==> src/rtl/rr_fifo_arbiter.sv <==
// rr_fifo_arbiter: moves words from four input FIFOs to four output FIFOs through one registered pop->push pipeline.
// Define ARB_RR_EN for round-robin search; otherwise fixed priority P0>P1>P2>P3.
module rr_fifo_arbiter #(
    parameter int CNT_W = 16
) (
    input  logic             clk,
    input  logic             reset,
    input  logic             enable,
    input  logic [3:0]       in_empty,
    input  logic [7:0]       in_dest,
    input  logic [3:0]       out_afull,
    output logic [3:0]       pop,
    output logic [1:0]       select,
    output logic [3:0]       push,
    output logic [1:0]       dest_sel,
    output logic             busy,
    output logic [CNT_W-1:0] xfer_cnt
);
    typedef enum logic [1:0] {IDLE, ARB, DRAIN} state_t;
    state_t     state, state_nx;
    logic [1:0] start, gnt_idx, tag;
    logic [3:0] elig, pop_nx, push_nx;
    logic       any, gnt;

`ifdef ARB_RR_EN
    logic [1:0] rr_ptr;
    always_ff @(posedge clk or negedge reset)
        if (!reset) rr_ptr <= 2'd0;
        else if (gnt) rr_ptr <= gnt_idx + 2'd1;
    assign start = rr_ptr;
`else
    assign start = 2'd0;
`endif

    // a FIFO popped last cycle still shows a stale empty flag, so it sits out one cycle
    always_comb begin
        elig = '0;
        for (int i = 0; i < 4; i++)
            elig[i] = !in_empty[i] && !out_afull[in_dest[2*i +: 2]] && !pop[i];
    end

    // walk the search order backwards so the earliest eligible input wins
    always_comb begin
        any = 1'b0;
        gnt_idx = start;
        for (int o = 3; o >= 0; o--)
            if (elig[start + 2'(o)]) begin
                any = 1'b1;
                gnt_idx = start + 2'(o);
            end
    end

    assign gnt     = any && state == ARB && enable;
    assign pop_nx  = gnt ? 4'b0001 << gnt_idx : 4'b0000;
    assign push_nx = |pop ? 4'b0001 << tag : 4'b0000;

    always_comb begin
        state_nx = state;
        case (state)
            IDLE:    state_nx = enable ? ARB : IDLE;
            ARB:     state_nx = enable ? ARB : DRAIN;
            DRAIN:   state_nx = |pop ? DRAIN : (enable ? ARB : IDLE);
            default: state_nx = IDLE;
        endcase
    end

    always_ff @(posedge clk or negedge reset)
        if (!reset) begin
            state    <= IDLE;
            pop      <= '0;
            select   <= '0;
            tag      <= '0;
            push     <= '0;
            dest_sel <= '0;
            busy     <= 1'b0;
            xfer_cnt <= '0;
        end else begin
            state <= state_nx;
            pop   <= pop_nx;
            push  <= push_nx;
            busy  <= |pop_nx || |push_nx;
            if (gnt) begin
                select <= gnt_idx;
                tag    <= in_dest[2*gnt_idx +: 2];
            end
            if (|pop) dest_sel <= tag;
            if (|push) xfer_cnt <= xfer_cnt + CNT_W'(1);
        end
endmodule

==> config.mk <==
export PLATFORM = sky130hd
export DESIGN_NAME = rr_fifo_arbiter
export DESIGN_NICKNAME = d
export VERILOG_FILES = /design/src/rtl/rr_fifo_arbiter.sv
export SDC_FILE = /design/constraint.sdc
export NUM_CORES = 1
export LEC_CHECK = 0
export CAP_MARGIN = 20
export CORE_ASPECT_RATIO = 1.2
export CORE_UTILIZATION = 48
export CTS_BUF_LIST = sky130_fd_sc_hd__clkbuf_4
export CTS_CLUSTER_DIAMETER = 150
export DETAILED_ROUTE_END_ITERATION = 7
export PLACE_DENSITY = 0.85
export SYNTH_ARGS = -nofsm -noshare
export SYNTH_HDL_FRONTEND = slang
export SYNTH_SLANG_ARGS = --single-unit
==> constraint.sdc <==
create_clock -name clk -period 2 [get_ports clk]
set_input_delay 0.2 -clock clk [delete_from_list [all_inputs] [get_ports clk]]
set_output_delay 0.2 -clock clk [all_outputs]
set_load 0.1 [all_outputs]
==> run summary <==
Row count = 22
Worst EP arrival = 1.96 ns
Maximum clock rate = 576 MHz
DRC Markers = 0
Clock Sinks = 33
Share of layout cells above drive strength 1 = 31.0%
First-pass DRT Iterations = 4
Post-detail-place hpwl = 2660 um
Post-Synthesis Cells = 146
Post-synthesis sequential area ratio = 52.1%
Hold WC Path Type = input pin to asynchronous set/reset pin
Post-Synth XOR/XNOR Area = 8.28%
Post-DRT Antenna Nets = 0
Number of buffers added on ports = 47
Max_cap viols = 0
Startpoint type of the worst setup path = flop
Worst clock skew = 0.00837 ns
Pwr Total = 2.30 mW
RD Place Congestion = 0.787
Post-Synth Simple-Gate Area = 21.4%
Initial Util = 51.0%
CTS buffer count = 5
Net Count, Synth = 166
Vias in the first global route = 1292
Ys async rst share = 100%
Adder-cell share of the synthesized area = 0.789%
Core area = 3110 sq um
DIE HEIGHT = 65.0 um
Setup WS post-layout = 0.264 ns
Req. time, crit path = 2.22 ns
YS warnings = 0
Total gr overflow = 0
Worst-Skew Late Latency = 0.34 ns
Hold Slack = 0.251 ns
Io pins = 48
Final Core Density = 67.9%
Min Tclk post-route = 1.74 ns
CTS clk-pin slew, worst paths = 0.10 ns
Initial DRC Count = 24
Relative slew slack = 73.7%
H-Tree Level Count = 2
Routed len/inst = 14.1 um
Post-synthesis mux area share = 6.55%
Final nets = 222
Synthesized area per cell = 10.9 sq um
Post-synth EDFFs = 0
Resize count post-CTS = 0
Cell variety after synth = 37
Synth top area cells = dfrtp_1 (52%), xnor2_1 (6.6%), mux2i_1 (4.4%)
DR vias = 1311
Postcts setup bufs = 0
Area Overhead vs Synth = 33.2%
Hold_buf cts = 0
Antenna violations before repair = 0
CTS root buffer = clkbuf_4
Largest family of logic cells by synthesized area = simple AND/OR/NAND/NOR gates
Via density = 5.49
Total Routing Usage GR = 21.2%
Setup CP Type = flop to flop
Ant diodes = 0
Final TNS setup = 0 ns
Final setup violation count = 0
P_leak = 0.959 nW
Largest net degree at the start of global routing = 34
Total Wirelength = 3370 um
Mapped Area = 1590 sq um
VDD IR max = 0.00118 V
RSZ-0062 raised after global routing = no
Ys flop type = dfrtp_1
Crit path max fanout = 5
Pins Over Slew Limit = 0
Die width = 54.5 um
Pwr Density = 1090 nW/um^2
Worst-Margin Slew = 0.395 ns
Die area = 3540 sq um
Fin crit share = 86.8%
Critical Path End Type = flop
Max Buffers Root-to-Sink = 2
#FFs+latches synth = 33
Post-synth top area share = 52.1%
Outcome = completed
Final hold viol count = 0
Synth Area in Compound Gates = 9.46%
Dpl ws = -0.0507 ns
CTS tree = yes
Largest area contributor in the netlist = dfrtp_1
First-pass GRT wire length = 5300 um
==> synthesized netlist by cell type (3+ instances only) <==
| cell | number |
|---|---|
| nand3_1 | 8 |
| xor2_1 | 3 |
| nor3b_1 | 5 |
| nor2_1 | 13 |
| xnor2_1 | 12 |
| nand2_1 | 14 |
| nor3_1 | 5 |
| nand4_1 | 4 |
| mux2i_1 | 7 |
| nand2b_1 | 4 |
| a21oi_1 | 5 |
| dfrtp_1 | 33 |
==> worst max-delay path: stages (launching register included) <==
cell     delay, ns
dfrtp_2       0.46
nor3_1        0.29
a22oi_1       0.14
o21ai_0       0.25
a21oi_1       0.11
o32a_2        0.37
==> cells in the final DEF (no fill, tap or decap), types with 2 or more instances in the layout <==
| cell | n |
|---|---|
| xnor2_1 | 12 |
| and3_1 | 2 |
| clkinv_1 | 2 |
| nand2_1 | 14 |
| a22oi_2 | 2 |
| dfrtp_1 | 20 |
| o21a_1 | 2 |
| clkdlybuf4s50_1 | 18 |
| buf_4 | 34 |
| nor3b_1 | 5 |
| nand2b_1 | 4 |
| a21oi_1 | 5 |
| nand4_1 | 4 |
| nor2_1 | 13 |
| nor3_1 | 5 |
| xor2_1 | 3 |
| a21boi_2 | 2 |
| nand3_1 | 8 |
| and2_1 | 2 |
| a22oi_1 | 2 |
| o32a_2 | 2 |
| clkbuf_4 | 5 |
| or4_1 | 2 |
| dfrtp_2 | 13 |
| mux2i_1 | 7 |
==> metal layers <==
layer / wire length [um] / share of wire (%) / global-route usage, %
met4: 84 / 2.5 / 11.2
met1: 1280 / 38 / 20.4
met5: 0 / 0 / 0
met3: 192 / 5.7 / 6.34
met2: 1810 / 54 / 38.3
==> sequential cells by signal (all words and copies together), names as in the netlist <==
| signal | cells |
|---|---|
| busy | 1 |
| dest_sel | 2 |
| pop | 4 |
| push | 4 |
| select | 2 |
| state | 2 |
| tag | 2 |
| xfer_cnt | 16 |
==> report_power, final <==
group | switching (mW) | internal (mW) | leakage (nW)
combinational | 0.814 | 0.265 | 0.514
clock | 0.219 | 0.127 | 0.0300
sequential | 0.102 | 0.774 | 0.416
total | 1.14 | 1.17 | 0.959
==> stage by stage <==
| step | std cells | area (sq um) |
|---|---|---|
| final | 239 | 2110 |
| after global routing | 239 | 2110 |
| after CTS | 239 | 2110 |
| after detailed placement | 231 | 2060 |
| after global placement | 231 | 2060 |
| after floorplan | 146 | 1600 |
==> cell families after synthesis <==
kind of cell / Yosys count
simple gates: 65
mux: 9
buf+inv: 4
xor+xnor: 15
flops: 33
compound gates: 19
fa+ha+maj: 1
==> path summary, 6_finish.rpt <==
kind                            cells after the start  slack, ns                        to                      from
worst min register to register                      1       0.48  xfer_cnt[15]$_DFFE_PN0P_  xfer_cnt[15]$_DFFE_PN0P_
worst max-delay path                                5       0.26        tag[1]$_DFFE_PN0P_          pop[2]$_DFF_PN0_
worst max register to register                      5       0.26        tag[1]$_DFFE_PN0P_          pop[2]$_DFF_PN0_
max in group asynchronous                           2       1.44          pop[1]$_DFF_PN0_                     reset
worst min-delay path                                2       0.25          pop[0]$_DFF_PN0_                     reset
min in group clk                                    3       0.47        state[0]$_DFF_PN0_                    enable
==> layout make-up <==
cell class / instances / area, sq um
fill: 263 / 997
clock inverter: 3 / 12.5
timing repair buffer: 52 / 435
tap: 36 / 45.0
inverter: 1 / 3.75
multi-input combinational: 109 / 737
sequential: 33 / 842
clock buffer: 5 / 37.5
Note: power is estimated with default switching activity, not from simulation.
